===== src/rtl/mvm_stream_pkg.sv =====
// Shared types and helpers for the streaming matrix-vector multiplier.
// Defining MVM_SATURATE_EN clamps results to the 2B signed range.
package mvm_stream_pkg;

  typedef enum logic [2:0] {IDLE, LOAD_M, LOAD_V, CALC, DRAIN} state_t;

  // Wide enough for an N-term sum of BxB products with no overflow.
  function automatic int calc_aw(input int b, input int n);
    return 2 * b + $clog2(n);
  endfunction

  function automatic logic signed [63:0] sat_clamp(input logic signed [63:0] v, input int ow);
    logic signed [63:0] hi;
    logic signed [63:0] lo;
    hi = (64'sd1 <<< (ow - 1)) - 64'sd1;
    lo = -hi - 64'sd1;
    if (v > hi) return hi;
    if (v < lo) return lo;
    return v;
  endfunction

endpackage


===== src/rtl/mvm_lane.sv =====
// One MAC lane: owns R consecutive matrix rows, a copy of x and its row results.
// Result clamping is enabled by MVM_SATURATE_EN.
module mvm_lane
  import mvm_stream_pkg::*;
#(
  parameter int R  = 4,
  parameter int N  = 8,
  parameter int B  = 8,
  parameter int G  = 0,
  parameter int AW = 19,
  parameter int OW = 19,
  localparam int RW = (R > 1) ? $clog2(R) : 1,
  localparam int CW = (N > 1) ? $clog2(N) : 1
) (
  input  logic                 clk,
  input  logic                 reset,
  input  logic                 m_we,
  input  logic [RW-1:0]        m_row,
  input  logic [CW-1:0]        m_col,
  input  logic                 x_we,
  input  logic [CW-1:0]        x_col,
  input  logic signed [B-1:0]  wdata,
  input  logic                 run,
  input  logic [RW-1:0]        y_addr,
  output logic signed [OW-1:0] y_data
);

  localparam logic [CW-1:0] C_LAST = CW'(N - 1);
  localparam logic [RW-1:0] R_LAST = RW'(R - 1);

  logic signed [B-1:0]  a_mem [R][N];
  logic signed [B-1:0]  x_mem [N];
  logic signed [OW-1:0] y_mem [R];

  logic [RW-1:0] row;
  logic [CW-1:0] col;
  logic signed [2*B-1:0] prod;

  logic                  s_v, s_first, s_last;
  logic [RW-1:0]         s_row;
  logic signed [2*B-1:0] s_prod;

  logic signed [AW-1:0] acc, acc_base, acc_nx;
  logic signed [OW-1:0] y_val;

  always_ff @(posedge clk) begin
    if (m_we) a_mem[m_row][m_col] <= wdata;
    if (x_we) x_mem[x_col] <= wdata;
  end

  always_ff @(posedge clk) begin
    if (!reset) begin
      row <= '0;
      col <= '0;
    end else if (run) begin
      if (col == C_LAST) begin
        col <= '0;
        row <= (row == R_LAST) ? '0 : row + 1'b1;
      end else begin
        col <= col + 1'b1;
      end
    end
  end

  assign prod = a_mem[row][col] * x_mem[col];

  generate
    if (G != 0) begin : g_pipe
      always_ff @(posedge clk) begin
        if (!reset) begin
          s_v     <= 1'b0;
          s_first <= 1'b0;
          s_last  <= 1'b0;
          s_row   <= '0;
          s_prod  <= '0;
        end else begin
          s_v     <= run;
          s_first <= (col == '0);
          s_last  <= (col == C_LAST);
          s_row   <= row;
          s_prod  <= prod;
        end
      end
    end else begin : g_comb
      assign s_v     = run;
      assign s_first = (col == '0);
      assign s_last  = (col == C_LAST);
      assign s_row   = row;
      assign s_prod  = prod;
    end
  endgenerate

  always_comb begin
    acc_base = s_first ? '0 : acc;
    acc_nx   = acc_base + AW'(s_prod);
`ifdef MVM_SATURATE_EN
    y_val = OW'(sat_clamp(64'(acc_nx), OW));
`else
    y_val = acc_nx;
`endif
  end

  always_ff @(posedge clk) begin
    if (!reset) acc <= '0;
    else if (s_v) acc <= acc_nx;
  end

  always_ff @(posedge clk) begin
    if (s_v && s_last) y_mem[s_row] <= y_val;
  end

  assign y_data = y_mem[y_addr];

endmodule


===== src/rtl/mvm_stream.sv =====
// Streaming y = A*x with P row-partitioned lanes; A is kept across vector reloads.
// state  | meaning
// IDLE   | waiting for ld_mat / ld_vec / start (start needs both operands loaded)
// LOAD_M | accepting M*N matrix beats, row-major
// LOAD_V | accepting N vector beats
// CALC   | lanes run N MACs per row for their M/P rows
// DRAIN  | results handed out in row order with backpressure
// Defining MVM_SATURATE_EN narrows out_data to 2B with clamping.
module mvm_stream
  import mvm_stream_pkg::*;
#(
  parameter int M = 8,
  parameter int N = 8,
  parameter int P = 2,
  parameter int B = 8,
  parameter int G = 0,
  localparam int AW = calc_aw(B, N),
`ifdef MVM_SATURATE_EN
  localparam int OW = 2 * B
`else
  localparam int OW = calc_aw(B, N)
`endif
) (
  input  logic                 clk,
  input  logic                 reset,
  input  logic                 ld_mat,
  input  logic                 ld_vec,
  input  logic                 start,
  input  logic                 in_valid,
  output logic                 in_ready,
  input  logic signed [B-1:0]  in_data,
  output logic                 out_valid,
  input  logic                 out_ready,
  output logic signed [OW-1:0] out_data,
  output logic                 out_last,
  output logic                 busy
);

  localparam int R        = M / P;
  localparam int LW       = (P > 1) ? $clog2(P) : 1;
  localparam int RW       = (R > 1) ? $clog2(R) : 1;
  localparam int CW       = (N > 1) ? $clog2(N) : 1;
  localparam int CALC_LEN = R * N + G + 1;
  localparam int KW       = $clog2(CALC_LEN + 1);

  localparam logic [LW-1:0] L_LAST = LW'(P - 1);
  localparam logic [RW-1:0] R_LAST = RW'(R - 1);
  localparam logic [CW-1:0] C_LAST = CW'(N - 1);
  localparam logic [KW-1:0] K_LAST = KW'(CALC_LEN - 1);
  localparam logic [KW-1:0] K_RUN  = KW'(R * N);

  state_t        state;
  logic          mat_ok, vec_ok;
  logic [LW-1:0] ld_lane, d_lane, nl;
  logic [RW-1:0] ld_row, d_row, nr;
  logic [CW-1:0] ld_col;
  logic [KW-1:0] cnt;
  logic          beat, run, last_nx;
  logic signed [OW-1:0] y_lane [P];
  logic signed [OW-1:0] y_sel;

  assign beat = in_valid && in_ready;
  assign run  = (state == CALC) && (cnt < K_RUN);

  // Look one result ahead while a result is on the port so handshakes can be back-to-back.
  always_comb begin
    nl = d_lane;
    nr = d_row;
    if (out_valid) begin
      if (d_row == R_LAST) begin
        nr = '0;
        nl = d_lane + 1'b1;
      end else begin
        nr = d_row + 1'b1;
      end
    end
  end

  assign last_nx = (nl == L_LAST) && (nr == R_LAST);
  assign y_sel   = y_lane[nl];

  for (genvar li = 0; li < P; li++) begin : g_lane
    mvm_lane #(.R(R), .N(N), .B(B), .G(G), .AW(AW), .OW(OW)) u_lane (
      .clk   (clk),
      .reset (reset),
      .m_we  ((state == LOAD_M) && beat && (ld_lane == LW'(li))),
      .m_row (ld_row),
      .m_col (ld_col),
      .x_we  ((state == LOAD_V) && beat),
      .x_col (ld_col),
      .wdata (in_data),
      .run   (run),
      .y_addr(nr),
      .y_data(y_lane[li])
    );
  end

  always_ff @(posedge clk) begin
    if (!reset) begin
      state     <= IDLE;
      in_ready  <= 1'b0;
      out_valid <= 1'b0;
      out_last  <= 1'b0;
      busy      <= 1'b0;
      out_data  <= '0;
      mat_ok    <= 1'b0;
      vec_ok    <= 1'b0;
      ld_lane   <= '0;
      ld_row    <= '0;
      ld_col    <= '0;
      cnt       <= '0;
      d_lane    <= '0;
      d_row     <= '0;
    end else begin
      case (state)
        IDLE: begin
          if (start && mat_ok && vec_ok) begin
            state <= CALC;
            busy  <= 1'b1;
            cnt   <= '0;
          end else if (ld_mat) begin
            state    <= LOAD_M;
            busy     <= 1'b1;
            in_ready <= 1'b1;
          end else if (ld_vec) begin
            state    <= LOAD_V;
            busy     <= 1'b1;
            in_ready <= 1'b1;
          end
        end
        LOAD_M: if (beat) begin
          if (ld_col == C_LAST) begin
            ld_col <= '0;
            if (ld_row == R_LAST) begin
              ld_row <= '0;
              if (ld_lane == L_LAST) begin
                ld_lane  <= '0;
                mat_ok   <= 1'b1;
                vec_ok   <= 1'b0;
                state    <= IDLE;
                in_ready <= 1'b0;
                busy     <= 1'b0;
              end else begin
                ld_lane <= ld_lane + 1'b1;
              end
            end else begin
              ld_row <= ld_row + 1'b1;
            end
          end else begin
            ld_col <= ld_col + 1'b1;
          end
        end
        LOAD_V: if (beat) begin
          if (ld_col == C_LAST) begin
            ld_col   <= '0;
            vec_ok   <= 1'b1;
            state    <= IDLE;
            in_ready <= 1'b0;
            busy     <= 1'b0;
          end else begin
            ld_col <= ld_col + 1'b1;
          end
        end
        CALC: begin
          if (cnt == K_LAST) begin
            state  <= DRAIN;
            cnt    <= '0;
            d_lane <= '0;
            d_row  <= '0;
          end else begin
            cnt <= cnt + 1'b1;
          end
        end
        DRAIN: begin
          if (!out_valid) begin
            out_valid <= 1'b1;
            out_data  <= y_sel;
            out_last  <= last_nx;
          end else if (out_ready) begin
            if (out_last) begin
              out_valid <= 1'b0;
              out_last  <= 1'b0;
              state     <= IDLE;
              busy      <= 1'b0;
              d_lane    <= '0;
              d_row     <= '0;
            end else begin
              d_lane   <= nl;
              d_row    <= nr;
              out_data <= y_sel;
              out_last <= last_nx;
            end
          end
        end
        default: state <= IDLE;
      endcase
    end
  end

endmodule


===== config.mk =====
export PLATFORM = sky130hd
export DESIGN_NAME = mvm_stream
export DESIGN_NICKNAME = d
export VERILOG_FILES = /design/src/rtl/mvm_stream_pkg.sv /design/src/rtl/mvm_lane.sv /design/src/rtl/mvm_stream.sv
export SDC_FILE = /design/constraint.sdc
export NUM_CORES = 1
export LEC_CHECK = 0
export ABC_AREA = 1
export BUFFER_PORTS_ARGS = -buffer_cell sky130_fd_sc_hd__buf_2
export CORE_ASPECT_RATIO = 1.2
export CORE_UTILIZATION = 40
export DETAILED_ROUTE_END_ITERATION = 12
export PLACE_DENSITY = 0.55
export SYNTH_ARGS = -nofsm -noshare
export SYNTH_HDL_FRONTEND = slang
export SYNTH_SLANG_ARGS = --single-unit

===== constraint.sdc =====
create_clock -name clk -period 7.98 [get_ports clk]
set_input_delay 1.596 -clock clk [delete_from_list [all_inputs] [get_ports clk]]
set_output_delay 1.596 -clock clk [all_outputs]
set_load 0.05 [all_outputs]

After elaboration in Yosys (flattened, before gate mapping)
Memories as Yosys holds them, arrays and structs flattened. A register that Yosys moved wholly into a read port is not among the register bits.
Index checks and enable logic that the tools add are counted.
{ "op_classes": {"n_addsub": 12, "n_mul": 2, "n_div": 0, "order_cmp": 6, "n_eq_ne": 29, "n_shift": 0, "mux": 96, "n_bitwise": 5, "n_reduce_logical": 35} }
{ "ops": {"columns": ["op", "count"], "rows": [
  ["$mux 19", 8],
  ["$mux 64", 2],
  ["$mux 3", 20],
  ["$bmux 8 s3", 2],
  ["$mux 8", 5],
  ["$add 19x16->19", 2],
  ["$mux 1", 36],
  ["$mul 8x8->16", 2],
  ["$mux 2", 13],
  ["$demux 8 s3", 1],
  ["$reduce_and 11->1", 2],
  ["$ne 2x2->1 const B", 9],
  ["$pmux 3 s5", 1],
  ["$eq 3x3->1 const B", 4],
  ["$ge 4x4->1 const B", 3],
  ["$logic_and 1x1->1", 12],
  ["$mux 6", 2],
  ["$not 3->4", 3],
  ["$pmux 6 s2", 1],
  ["$eq 2x2->1 const B", 5],
  ["$ne 2x1->1 const B", 5],
  ["$reduce_and 2->1", 5],
  ["$add 3x1->3 const B", 3],
  ["$logic_not 3->1", 3],
  ["other kinds (26)", 36]
]} }
{ "word_totals": {"regBits": 91, "latch_bits": 0, "mem_bits_rw": 792, "romBits": 0, "in_bits": 15, "out_inout_bits": 23, "word_cells": 211, "mem_count": 6} }
{ "mem_list": {"columns": ["name", "words", "width", "rd", "rd_ports_with_merged_regs", "write_ports", "line", "source"], "rows": [
  ["g_lane[0].u_lane.a_mem", 4, 64, 1, 1, 1, "mvm_lane.sv:31", "logic signed [B-1:0] a_mem [R][N];"],
  ["g_lane[1].u_lane.a_mem", 4, 64, 1, 1, 1, "mvm_lane.sv:31", null],
  ["g_lane[0].u_lane.y_mem", 4, 19, 1, 0, 1, "mvm_lane.sv:33", "logic signed [OW-1:0] y_mem [R];"],
  ["g_lane[1].u_lane.y_mem", 4, 19, 1, 0, 1, "mvm_lane.sv:33", null],
  ["g_lane[0].u_lane.x_mem", 8, 8, 1, 1, 1, "mvm_lane.sv:32", "logic signed [B-1:0] x_mem [N];"],
  ["g_lane[1].u_lane.x_mem", 8, 8, 1, 1, 1, "mvm_lane.sv:32", null]
]} }

Depth between registers and ports, before layout
{ "logic_depth": {"ltp_word": 10, "mapped_depth": 33, "mapped_depth_nobuf": 31} }

By module
From an unflattened synthesis, not the netlist that was laid out.
{ "unflattened": {"hier_cells": 4071, "hier_area_um2": 43237.7} }
{ "by_module_without_submodules": {"columns": ["mod", "n_inst", "cells_per_inst", "area_per_inst_um2", "seq_area_each_um2"], "rows": [
  ["mvm_lane at g_lane[1].u_lane", 1, 1879, 20528.4, 12472.0],
  ["mvm_lane at g_lane[0].u_lane", 1, 1876, 20499.7, 12472.0],
  ["mvm_stream", 1, 316, 2209.6, 860.8]
]} }

Worst setup path before layout
No wires, ideal clock.
{ "synth_path": {"path_kind": "reg-to-reg", "from": "register with a tool-made name", "to": "memory g_lane[0].u_lane.y_mem[0][12] (data pin)", "setup_ps": 265, "t_arrival_ps": 5734, "required_time_ps": 7715, "setup_slack_ps": 1980, "stages_incl_launch_ff": 21, "path_buffers": 2, "synth_period_minus_slack_ps": 6000, "cell_sequence": "dfxtp_1 buf_4 buf_2 nand2_1 nand3_1 nand3_1 a21oi_1 o21ai_4 nor2_1 fa_1 fa_1 fa_1 fa_1 fa_1 ha_1 nand2_1 nor3_1 nor2_1 o21ai_0 or2_2 nand2_1"} }
{ "synth_rtl": {"columns": ["item", "line"], "rows": [
  ["end, declared", "mvm_lane.sv:33"]
]} }

==> qor.yml <==
grt_first_pass_wirelength_um: 163900
instances_no_fill: 5639
cts.reportedPaths.clkPinSlew_ns: 0.07
synthMuxAreaShare: 0.0002385
maximum_number_of_pins_on_one_net_before_global_route_repair: 129
n_antenna_cell: 0
worst_ep_arrival_time_ns: 7.10
cts_buffer_count: 87
dieWidth_um: 297.7
synth.cells.most_frequent: "sky130_fd_sc_hd__nand2_1 (1120), sky130_fd_sc_hd__edfxtp_1 (728), sky130_fd_sc_hd__nand3_1 (512)"
initial_core_util: 0.4051
cts_post_setup_buffers_inserted: 0
insertion_delay_ns: 0.67
synth_simple_gate_area_share: 0.1970
detailedPlacementHpwl_um: 67190
post_cts_resized: 0
dominantRegCellSynth: "sky130_fd_sc_hd__edfxtp_1"
slew-limit-headroom: 0.2714
drt-met1-wl_um: 45150
mappedNetlistArea_sq_mm: 0.04198
tritoncts: "yes"
nFillCells: 9875
first_iter_violations: 1936
synth_compound_gate_area_share: 0.04826
wl_met3_um: 4418
synth_adder_area_share: 0.1132
floorplan.io_pins: 38
period_utilization: 0.8436
place.gp.congestion: 0.8550
post_synth.cell_area_avg_sq_um: 10.05
num_vias: 28180
detail_route.first_pass.iterations: 5
timing.critical_path.fanout_max: 95
htree_num_levels: 3
first_global_vias: 28180
postRouteWirelength_um: 104100
grt_overflow_total: 0
grt_resource_usage_total: 0.1980
hold_path_class: "reg -> reg"
layout-drive-gt1-share: 0.07036
layout_min_cycle_time_ns: 6.732
die_h_um: 356.9
ys_warn_count: 0
synth_largest_area_cell: "sky130_fd_sc_hd__edfxtp_1"
rsz0062_at_grt: "false"
netlist.area_leader.share: 0.5208
antenna_violating_nets_post_route: 0
synth_xor_xnor_area_share: 0.004173
synth_area_leaders: "sky130_fd_sc_hd__edfxtp_1 (52%), sky130_fd_sc_hd__nand2_1 (10%), sky130_fd_sc_hd__fa_1 (8.0%), sky130_fd_sc_hd__nand3_1 (6.1%), sky130_fd_sc_hd__dfxtp_1 (4.8%)"
worstSetupPathType: "reg -> reg"
yosys.cell_count.top_type: "sky130_fd_sc_hd__nand2_1"
drt-wirelength-per-cell_um: 18.46
post-route-drc-count: 0
cells_after_synth: 4176
outcome: "finished clean"
setup.worst_path.start_class: "flop"
synth_edf_count: 728
fin_nets: 4483
max_capacitance_violation_count: 0
cts.hold.buffers_added: 0
cts_sinks: 829
synthArstFlopShare: 0
maximum_clock_frequency_mhz: 148.6
final-hold-violation-count: 0
avgViaCountPerCell: 4.997
synth_sequential_area_ratio: 0.5689
core_area_sq_mm: 0.1036
port_buffers: 37
timing.setup.tns_ns: 0
synth-seq-cells: 829
number_of_antenna_violations_at_the_first_check_in_global_routing: 1
cts_root_buf: "sky130_fd_sc_hd__clkbuf_16"
maxSlewViolCount: 0
synth_fp_nets: 4470
fin_worst_skew_ns: 0.04252
setup_viol: 0
timing_worst_slew_pin_value_ns: 1.092
core.rowCount: 129
synth_top_family_by_area: "simple AND/OR/NAND/NOR gates"
required_time_of_the_critical_path_ns: 8.35
worst_setup_path_end_kind: "flop"
dr.max_layer_used: "met4"
dr_wl_met2_um: 52450
dp.cells: 5475
area_delta_synth_final_pct: 10.77
clockBufferDepth: 3
die-area_sq_mm: 0.1062
yosys.cell_types.count: 42
registers in the layout, summed over array words and instances, names as in the netlist, named ones only:
name and cells:
g_lane.u_lane.x_mem 64, in_ready 1, busy 1, cnt 6
out_valid 1, g_lane.u_lane.row 4, d_row 2, g_lane.u_lane.col 6
out_last 1, state 3, out_data 19, g_lane.u_lane.acc 38
d_lane 1, vec_ok 1, g_lane.u_lane.y_mem 152, ld_row 2
ld_col 3, ld_lane 1, mat_ok 1, g_lane.u_lane.a_mem 512
critical path: stages (launching register included):
cell                       delay (ns)
sky130_fd_sc_hd__dfxtp_4         0.46
sky130_fd_sc_hd__clkinv_2        0.08
sky130_fd_sc_hd__buf_4           0.76
sky130_fd_sc_hd__nand2_1         0.11
sky130_fd_sc_hd__nand3_1         0.13
sky130_fd_sc_hd__nand3_1         0.10
sky130_fd_sc_hd__nand2_1         0.09
sky130_fd_sc_hd__nand2_1         0.05
sky130_fd_sc_hd__nand3_1         0.15
sky130_fd_sc_hd__nand2_2         0.17
sky130_fd_sc_hd__nor2_1          0.30
sky130_fd_sc_hd__inv_1           0.11
sky130_fd_sc_hd__fa_1            0.64
sky130_fd_sc_hd__fa_1            0.56
sky130_fd_sc_hd__inv_1           0.05
sky130_fd_sc_hd__fa_1            0.56
sky130_fd_sc_hd__fa_1            0.43
sky130_fd_sc_hd__ha_1            0.29
sky130_fd_sc_hd__ha_1            0.37
sky130_fd_sc_hd__nand2_1         0.10
sky130_fd_sc_hd__nor2_1          0.29
sky130_fd_sc_hd__nand2_1         0.08
sky130_fd_sc_hd__o21bai_1        0.16
sky130_fd_sc_hd__nand2_1         0.11
sky130_fd_sc_hd__inv_1           0.05
sky130_fd_sc_hd__nand2_1         0.07
sky130_fd_sc_hd__nand2_1         0.11
cell usage in the layout (no fill, tap or decap), drive strengths merged, types with 9 or more instances in the layout:
cell type / n
nor2: 312
nand2: 1125
clkbuf: 108
nand4: 9
o21ai: 165
buf: 106
a211oi: 11
edfxtp: 728
fa: 168
dfxtp: 101
nor3: 16
clkinv: 51
xor2: 12
bufinv: 10
inv: 502
ha: 111
a21oi: 137
nand3: 512
o211ai: 37
cells by family (layout without fill, tap and decap cells):
logic type / count (synthesis) / in the layout
AOI/OAI and AO/OA: 363 / 363
xor gates and xnor gates: 20 / 20
adders and majority gates: 279 / 279
buffers and inverters: 690 / 778
DFF: 829 / 829
muxes: 1 / 1
and+or+nand+nor: 1994 / 1994
cell type report:
| type | count | area, sq um | area share |
|---|---|---|---|
| inverters | 508 | 1909 | 0.04106 |
| clock buffers | 108 | 2365 | 0.05085 |
| flip-flops and latches | 829 | 23890 | 0.5138 |
| repair buffers | 106 | 715.7 | 0.01539 |
| clock inverters | 56 | 639.4 | 0.01375 |
| multi-input cells | 2657 | 15260 | 0.3281 |
| well taps | 1375 | 1720 | 0.03700 |
layer usage:
| layer | up-vias | GRT usage |
|---|---|---|
| met5 | - | 0 |
| li1 | 13810 | - |
| met3 | 115 | 0.02023 |
| met4 | 0 | 0.05309 |
| met2 | 574 | 0.3539 |
| met1 | 13680 | 0.2556 |
final timing paths:
| path | slack [ns] | cells past startpoint | start | end |
|---|---|---|---|---|
| max | 1.25 | 26 | flop | g_lane[1].u_lane.y_mem[2][18] |
| min | 0.46 | 2 | out_data[7] | out_data[7] |
| max reg2reg | 1.25 | 26 | flop | g_lane[1].u_lane.y_mem[2][18] |
| min reg2reg | 0.46 | 2 | out_data[7] | out_data[7] |
metrics by stage:
stage	hold slack (ns)	area, sq um	util	setup WS (ns)
after floorplan	0.4300	41980	-	1.980
after global placement	0.4505	43500	0.4198	1.303
after detailed placement	0.4536	43500	0.4198	1.272
after CTS	0.4628	46500	0.4488	1.227
after global routing	0.4744	46500	0.4488	0.7304
final	0.4637	46500	0.4488	1.248
Power is left out: the tool's default activity adds up to more than one toggle a clock period on the data nets, which glitch-free logic cannot reach.
